==> config.mk <==
export PLATFORM = sky130hd
export DESIGN_NAME = iq_polyphase_interpolator
export DESIGN_NICKNAME = d
export VERILOG_FILES = /design/src/rtl/iq_polyphase_interpolator_pkg.sv /design/src/rtl/iq_polyphase_interpolator_coef_rom.sv /design/src/rtl/iq_polyphase_interpolator.sv
export SDC_FILE = /design/constraint.sdc
export NUM_CORES = 2
export LEC_CHECK = 0
export CAP_MARGIN = 25
export CELL_PAD_IN_SITES_DETAIL_PLACEMENT = 0
export CELL_PAD_IN_SITES_GLOBAL_PLACEMENT = 1
export CORE_AREA = 3 3 357 359
export CTS_BUF_LIST = sky130_fd_sc_hd__clkbuf_4
export DETAILED_ROUTE_END_ITERATION = 7
export DIE_AREA = 0 0 360 362
export PLACE_DENSITY_LB_ADDON = 0.1
export SETUP_SLACK_MARGIN = 0.1
export SYNTH_ARGS = -nofsm -noshare
export SYNTH_HDL_FRONTEND = slang
export SYNTH_SLANG_ARGS = --single-unit
export TNS_END_PERCENT = 30
==> constraint.sdc <==
create_clock -name clk -period 25 [get_ports clk]
set_input_delay 5 -clock clk [delete_from_list [all_inputs] [get_ports clk]]
set_output_delay 5 -clock clk [all_outputs]
set_load 0.05 [all_outputs]
==> src/rtl/iq_polyphase_interpolator_pkg.sv <==
// Shared types and helpers for the I/Q polyphase interpolator: FSM encoding,
// accumulator sizing and the built-in coefficient table.
package iq_polyphase_interpolator_pkg;

  typedef enum logic {
    ST_IDLE = 1'b0,
    ST_EMIT = 1'b1
  } state_t;

  // Full-precision accumulator: one product plus growth for TPP additions.
  function automatic int acc_width(input int width, input int coef_w, input int tpp);
    return width + coef_w + $clog2(tpp);
  endfunction

  // Built-in prototype filter, indexed as h[k*L+p]. For L=2/TPP=8/Q14 it is a
  // half-band style table: phase 0 is a pure delay, phase 1 a 8-tap interpolator.
  // Other geometries fall back to a linear-interpolation kernel. Every phase
  // sums to unity gain (2**frac).
  function automatic int default_coef(input int idx, input int l, input int tpp,
                                      input int frac);
    int k;
    int p;
    int c;
    if (l == 2 && tpp == 8 && frac == 14) begin
      case (idx)
        1, 15:   return -128;
        3, 13:   return 512;
        5, 11:   return -1536;
        6:       return 16384;
        7, 9:    return 9344;
        default: return 0;
      endcase
    end
    k = idx / l;
    p = idx % l;
    c = (tpp > 1) ? (tpp / 2 - 1) : 0;
    if (k == c) return ((l - p) << frac) / l;
    if (k == c + 1) return (p << frac) / l;
    return 0;
  endfunction

endpackage

==> src/rtl/iq_polyphase_interpolator_coef_rom.sv <==
// Combinational phase -> TPP coefficient lookup, shared by the I and Q datapaths.
module iq_polyphase_interpolator_coef_rom
  import iq_polyphase_interpolator_pkg::*;
#(
  parameter int L             = 2,
  parameter int TPP           = 8,
  parameter int COEF_W        = 16,
  parameter int COEF_FRAC     = 14,
  parameter int COEF_GAIN_NUM = 1,
  parameter int COEF_GAIN_DEN = 1
) (
  input  logic        [2:0]        phase,
  output logic signed [COEF_W-1:0] coef [TPP]
);

  logic signed [COEF_W-1:0] table_lut [TPP][L];

  // The optional rational gain scales the whole built-in table; the caller keeps it within COEF_W.
  for (genvar gi = 0; gi < TPP; gi++) begin : g_tap
    for (genvar gp = 0; gp < L; gp++) begin : g_phase
      assign table_lut[gi][gp] = COEF_W'(default_coef(gi * L + gp, L, TPP, COEF_FRAC)
                                         * COEF_GAIN_NUM / COEF_GAIN_DEN);
    end
  end

  always_comb begin
    for (int k = 0; k < TPP; k++) begin
      coef[k] = '0;
      for (int p = 0; p < L; p++) begin
        if (phase == 3'(p)) coef[k] = table_lut[k][p];
      end
    end
  end

endmodule

==> src/rtl/iq_polyphase_interpolator.sv <==
// I/Q upsampler by L: polyphase FIR or zero-order hold, 3-stage MAC pipeline,
// round-half-up, saturation with overflow flag, ready/valid input.
module iq_polyphase_interpolator
  import iq_polyphase_interpolator_pkg::*;
#(
  parameter int WIDTH         = 16,
  parameter int L             = 2,
  parameter int TPP           = 8,
  parameter int COEF_W        = 16,
  parameter int COEF_FRAC     = 14,
  parameter int COEF_GAIN_NUM = 1,
  parameter int COEF_GAIN_DEN = 1
) (
  input  logic                    clk,
  input  logic                    rst,
  input  logic signed [WIDTH-1:0] in_i,
  input  logic signed [WIDTH-1:0] in_q,
  input  logic                    in_vld,
  output logic                    in_rdy,
  input  logic                    bypass,
  output logic signed [WIDTH-1:0] out_i,
  output logic signed [WIDTH-1:0] out_q,
  output logic                    out_vld,
  output logic        [2:0]       out_phase,
  output logic                    ovf
);

  localparam int ACC_W  = acc_width(WIDTH, COEF_W, TPP);
  localparam int PROD_W = WIDTH + COEF_W;
  localparam logic signed [ACC_W-1:0] ROUND_K = ACC_W'(1) << (COEF_FRAC - 1);
  localparam logic signed [ACC_W-1:0] SAT_MAX = (ACC_W'(1) << (WIDTH - 1)) - ACC_W'(1);
  localparam logic signed [ACC_W-1:0] SAT_MIN = ~SAT_MAX;

  state_t     state_reg;
  logic [2:0] phase_reg;
  logic       bypass_reg;
  logic       last_phase;
  logic       accept;

  assign last_phase = (state_reg == ST_EMIT) && (phase_reg == 3'(L - 1));
  assign in_rdy     = !rst && ((state_reg == ST_IDLE) || last_phase);
  assign accept     = in_vld && in_rdy;

  always_ff @(posedge clk) begin
    if (rst) begin
      state_reg  <= ST_IDLE;
      phase_reg  <= '0;
      bypass_reg <= 1'b0;
    end else if (accept) begin
      state_reg  <= ST_EMIT;
      phase_reg  <= '0;
      bypass_reg <= bypass;
    end else if (state_reg == ST_EMIT) begin
      if (last_phase) state_reg <= ST_IDLE;
      else            phase_reg <= phase_reg + 3'd1;
    end
  end

  logic signed [COEF_W-1:0] coef [TPP];

  iq_polyphase_interpolator_coef_rom #(
    .L             (L),
    .TPP           (TPP),
    .COEF_W        (COEF_W),
    .COEF_FRAC     (COEF_FRAC),
    .COEF_GAIN_NUM (COEF_GAIN_NUM),
    .COEF_GAIN_DEN (COEF_GAIN_DEN)
  ) u_coef_rom (
    .phase (phase_reg),
    .coef  (coef)
  );

  logic       vld_s1_reg, vld_s2_reg, vld_s3_reg;
  logic [2:0] ph_s1_reg, ph_s2_reg, ph_s3_reg;
  logic       ovf_reg;
  logic [1:0] sat_ch;

  always_ff @(posedge clk) begin
    if (rst) begin
      vld_s1_reg <= 1'b0;
      vld_s2_reg <= 1'b0;
      vld_s3_reg <= 1'b0;
      ph_s1_reg  <= '0;
      ph_s2_reg  <= '0;
      ph_s3_reg  <= '0;
      ovf_reg    <= 1'b0;
    end else begin
      vld_s1_reg <= (state_reg == ST_EMIT);
      ph_s1_reg  <= phase_reg;
      vld_s2_reg <= vld_s1_reg;
      ph_s2_reg  <= ph_s1_reg;
      vld_s3_reg <= vld_s2_reg;
      ovf_reg    <= vld_s2_reg && (|sat_ch);
      if (vld_s2_reg) ph_s3_reg <= ph_s2_reg;
    end
  end

  logic signed [WIDTH-1:0] in_ch [2];
  assign in_ch[0] = in_i;
  assign in_ch[1] = in_q;

  for (genvar gi = 0; gi < 2; gi++) begin : g_ch
    logic signed [WIDTH-1:0]  taps_reg [TPP];
    logic signed [PROD_W-1:0] prod_reg [TPP];
    logic signed [ACC_W-1:0]  sum_next;
    logic signed [ACC_W-1:0]  sum_reg;
    logic signed [ACC_W-1:0]  rnd;
    logic                     sat_hi;
    logic                     sat_lo;
    logic signed [WIDTH-1:0]  out_reg;

    always_ff @(posedge clk) begin
      if (rst) begin
        for (int k = 0; k < TPP; k++) taps_reg[k] <= '0;
      end else if (accept) begin
        taps_reg[0] <= in_ch[gi];
        for (int k = 1; k < TPP; k++) taps_reg[k] <= taps_reg[k-1];
      end
    end

    // Hold mode reuses the MAC: the newest sample at unity gain gives exactly x[n] after rounding.
    always_ff @(posedge clk) begin
      for (int k = 0; k < TPP; k++) begin
        if (!bypass_reg)
          prod_reg[k] <= PROD_W'(taps_reg[k]) * PROD_W'(coef[k]);
        else if (k == 0)
          prod_reg[k] <= PROD_W'(taps_reg[0]) <<< COEF_FRAC;
        else
          prod_reg[k] <= '0;
      end
    end

    always_comb begin
      sum_next = '0;
      for (int k = 0; k < TPP; k++) sum_next = sum_next + ACC_W'(prod_reg[k]);
    end

    always_ff @(posedge clk) begin
      sum_reg <= sum_next;
    end

    always_comb begin
      rnd    = (sum_reg + ROUND_K) >>> COEF_FRAC;
      sat_hi = (rnd > SAT_MAX);
      sat_lo = (rnd < SAT_MIN);
    end

    assign sat_ch[gi] = sat_hi | sat_lo;

    always_ff @(posedge clk) begin
      if (rst)             out_reg <= '0;
      else if (vld_s2_reg) begin
        if (sat_hi)      out_reg <= SAT_MAX[WIDTH-1:0];
        else if (sat_lo) out_reg <= SAT_MIN[WIDTH-1:0];
        else             out_reg <= rnd[WIDTH-1:0];
      end
    end
  end

  assign out_i     = g_ch[0].out_reg;
  assign out_q     = g_ch[1].out_reg;
  assign out_vld   = vld_s3_reg;
  assign out_phase = ph_s3_reg;
  assign ovf       = ovf_reg;

endmodule

==> impl_metrics.tcl <==
set metrics [dict create \
    status "complete, no violations" \
    vias 47400 \
    whs_path_depth 1 \
    postCtsHoldBufs 0 \
    cp.arrival_ns 7.29 \
    rsz0062_at_grt "no" \
    setup-tns-final_ns 0 \
    initial_utilization_pct 57.1 \
    placed_cell_area_um2 73100 \
    seq_area_frac_synth_pct 23.5 \
    wire_per_inst_um 18.0 \
    rows 129 \
    syn_area_per_cell_um2 10.0 \
    synth_xor_xnor_area_share_pct 4.36 \
    overflow 0 \
    wl_um 162000 \
    htree_levels 4 \
    cts_tree "built" \
    layout_setup_ws_ns 12.71 \
    crit_path_max_fanout 78 \
    grt_pass1_vias 49700 \
    min-delay-path-class "flip-flop to flip-flop" \
    clk_pin_slew_ns 0.06 \
    synth_fa_ha_area_share_pct 45.3 \
    worstSetupPathType "primary input to primary output" \
    yosys_warnings 0 \
    synth_flop_cell "dfxtp_1" \
    die_area_um2 130000 \
    nets 9234 \
    drt_pre_antenna_iters 7 \
    cts_root_buf "clkbuf_4" \
    ys_ff_latch 704 \
    drt.antenna.violating_nets 0 \
    fillCellCount 10800 \
    required_ns 20.00 \
    gp_congestion 0.880 \
    cap_violations 0 \
    final_area_um2 75900 \
    worst_pin_slew_ns 1.03 \
    cts_resized 0 \
    final_util_pct 61.2 \
    ff2ff_path_depth 27 \
    end_kind "primary output" \
    clk_path_buf_depth 3 \
    irDropWorstVdd_mv 0.146 \
    finalHoldViolCount 0 \
    synth-simple-area-share_pct 11.9 \
    power_density_nw_per_um2 86.3 \
    syn_inst 7088 \
    synth_compound_area_share_pct 5.49 \
    synth.distinct_cells 85 \
    final-max-slew-violation-count 0 \
    grt_max_degree 170 \
    die_y_um 362 \
    regArea_um2 16700 \
    syn-num-nets 9135 \
    timing.fmax_mhz 81.3 \
    area_growth_pct 7.15 \
    worstSkewPairLatency_ns 1.17 \
    synth_edf_count 256 \
    grt_pass1_wl_um 263000 \
    async_flop_share_pct 0 \
    io_pins 74 \
    groute.usage.overall_pct 25.9 \
    syn_area_um2 70900 \
    drt_iter0_markers 2566 \
    p_leak_nw 41.1 \
    period_minus_slack_ns 12.29 \
    fin_skew_ns 0.0777 \
    cts_buffers 196 \
    place_hpwl_um 131000 \
    cts_setup_buffers 0 \
    synthMuxAreaShare_pct 0.332 \
    preCtsSetupSlack_ns 12.74 \
    vias_per_cell 5.26 \
    numPortBuffers 73 \
    max_slew_margin_pct 31.4 \
    drive_gt1_share_pct 5.10 \
    core_um2 124000 \
    finalSetupViolCount 0 \
    largest_reg_flops 354 \
    drcViolationCount 0 \
    period_share_pct 49.2 \
    synth_top_family_by_area "adder cells" \
    numClockSinks 704 \
    antenna_found_initial 10 \
    startpoint_type "primary input" \
    die_x_um 360 \
    multi_input_area_um2 47800 \
]
## path summary, 6_finish.rpt
path / from / slack, ns / end
worst max-delay path: rst / 12.71 / in_rdy
worst min-delay path: vld_s1_reg$_SDFF_PP0_ / 0.44 / vld_s2_reg$_SDFF_PP0_
worst max register to register: phase_reg[1]$_SDFFE_PP0P_ / 16.68 / g_ch[1].prod_reg[1][63]$_SDFF_PP0_
worst min register to register: vld_s1_reg$_SDFF_PP0_ / 0.44 / vld_s2_reg$_SDFF_PP0_
## cell type report
| cell class | instances | area share, % |
|---|---|---|
| timing repair buffer | 99 | 1.29 |
| clock buffer | 276 | 2.73 |
| inverter | 1517 | 7.50 |
| sequential | 704 | 21.9 |
| clock inverter | 90 | 0.858 |
| tap | 1637 | 2.70 |
| antenna | 13 | 0.0428 |
| multi-input combinational | 4669 | 62.9 |
## synthesized netlist by cell type (6+ instances only)
| master | number | area, um^2 |
|---|---|---|
| nor4_1 | 6 | 37.5 |
| nand3_1 | 70 | 350 |
| ha_1 | 1086 | 13600 |
| a2111oi_0 | 6 | 52.6 |
| o21ai_0 | 74 | 370 |
| xor2_1 | 137 | 1200 |
| nor2b_1 | 156 | 976 |
| o22ai_1 | 18 | 113 |
| o31ai_1 | 18 | 135 |
| a21oi_1 | 189 | 946 |
| and3_1 | 338 | 2110 |
| and2_1 | 74 | 463 |
| xnor2_1 | 216 | 1890 |
| nand4_1 | 22 | 138 |
| o21ai_1 | 48 | 240 |
| mux2i_1 | 19 | 190 |
| buf_1 | 19 | 71.3 |
| edfxtp_1 | 256 | 7690 |
| clkbuf_1 | 175 | 657 |
| nand2b_1 | 79 | 494 |
| nand3b_1 | 7 | 52.6 |
| or3_1 | 18 | 113 |
| and4_1 | 7 | 61.3 |
| a211o_1 | 6 | 52.6 |
| nor2_1 | 444 | 1670 |
| o211ai_1 | 10 | 75.1 |
| fa_1 | 925 | 18500 |
| a31oi_1 | 21 | 131 |
| inv_1 | 1510 | 5670 |
| o41ai_1 | 11 | 96.3 |
| o21bai_1 | 14 | 105 |
| dfxtp_1 | 448 | 8970 |
| a211oi_1 | 21 | 158 |
| o21a_1 | 25 | 188 |
| nor3_1 | 108 | 541 |
| nand2_1 | 314 | 1180 |
| or2_2 | 6 | 37.5 |
| a21o_1 | 91 | 683 |
## critical path, cell delays in order
cell and delay, ns:
buf_4 0.13, a21oi_4 0.43, buf_4 0.71, clkdlybuf4s50_1 0.94
## routing by layer
layer  wire length, um  track usage [%]
met1             77500             38.0
met2             69900             39.4
met3             11700             5.27
met4              3140             6.36
met5                 0                0
## placed cells by master, fill, tap and decap left out, drive strengths merged, types with 28 or more instances in the layout
cell | synthesis | routed
nor3 | 110 | 110
nor2b | 156 | 156
clkdlybuf4s50 | 0 | 71
ha | 1086 | 1086
a21oi | 189 | 189
clkinv | 5 | 82
o21ai | 122 | 122
buf | 23 | 28
inv | 1512 | 1513
xnor2 | 216 | 216
dfxtp | 448 | 448
xor2 | 137 | 137
a21o | 91 | 91
nand2b | 79 | 79
nand3 | 70 | 70
clkbuf | 175 | 276
and2 | 74 | 74
edfxtp | 256 | 256
fa | 925 | 925
nand2 | 314 | 314
nor2 | 444 | 444
and3 | 338 | 338
## through the flow
stage | std cells | power, W | hold slack (ns)
floorplan | 7088 | 0.00419 | 0.414
global placement | 8624 | 0.00534 | 0.420
detailed placement | 8624 | 0.00540 | 0.424
CTS | 8990 | 0.00660 | 0.438
global route | 9000 | 0.00720 | 0.457
finish | 9005 | 0.00655 | 0.435
## power by group
| group | switching, W | internal (W) |
|---|---|---|
| clock | 0.000528 | 0.000618 |
| sequential | 0.000202 | 0.00142 |
| combinational | 0.00231 | 0.00147 |
| total | 0.00304 | 0.00351 |
## cell families after synthesis
group | count (synthesis)
DFF | 704
buffers and inverters | 1715
AOI/OAI and AO/OA | 607
xor gates and xnor gates | 353
and+or+nand+nor | 1674
muxes | 23
adders and majority gates | 2012
No activity file was read; power rests on OpenSTA's default activity.
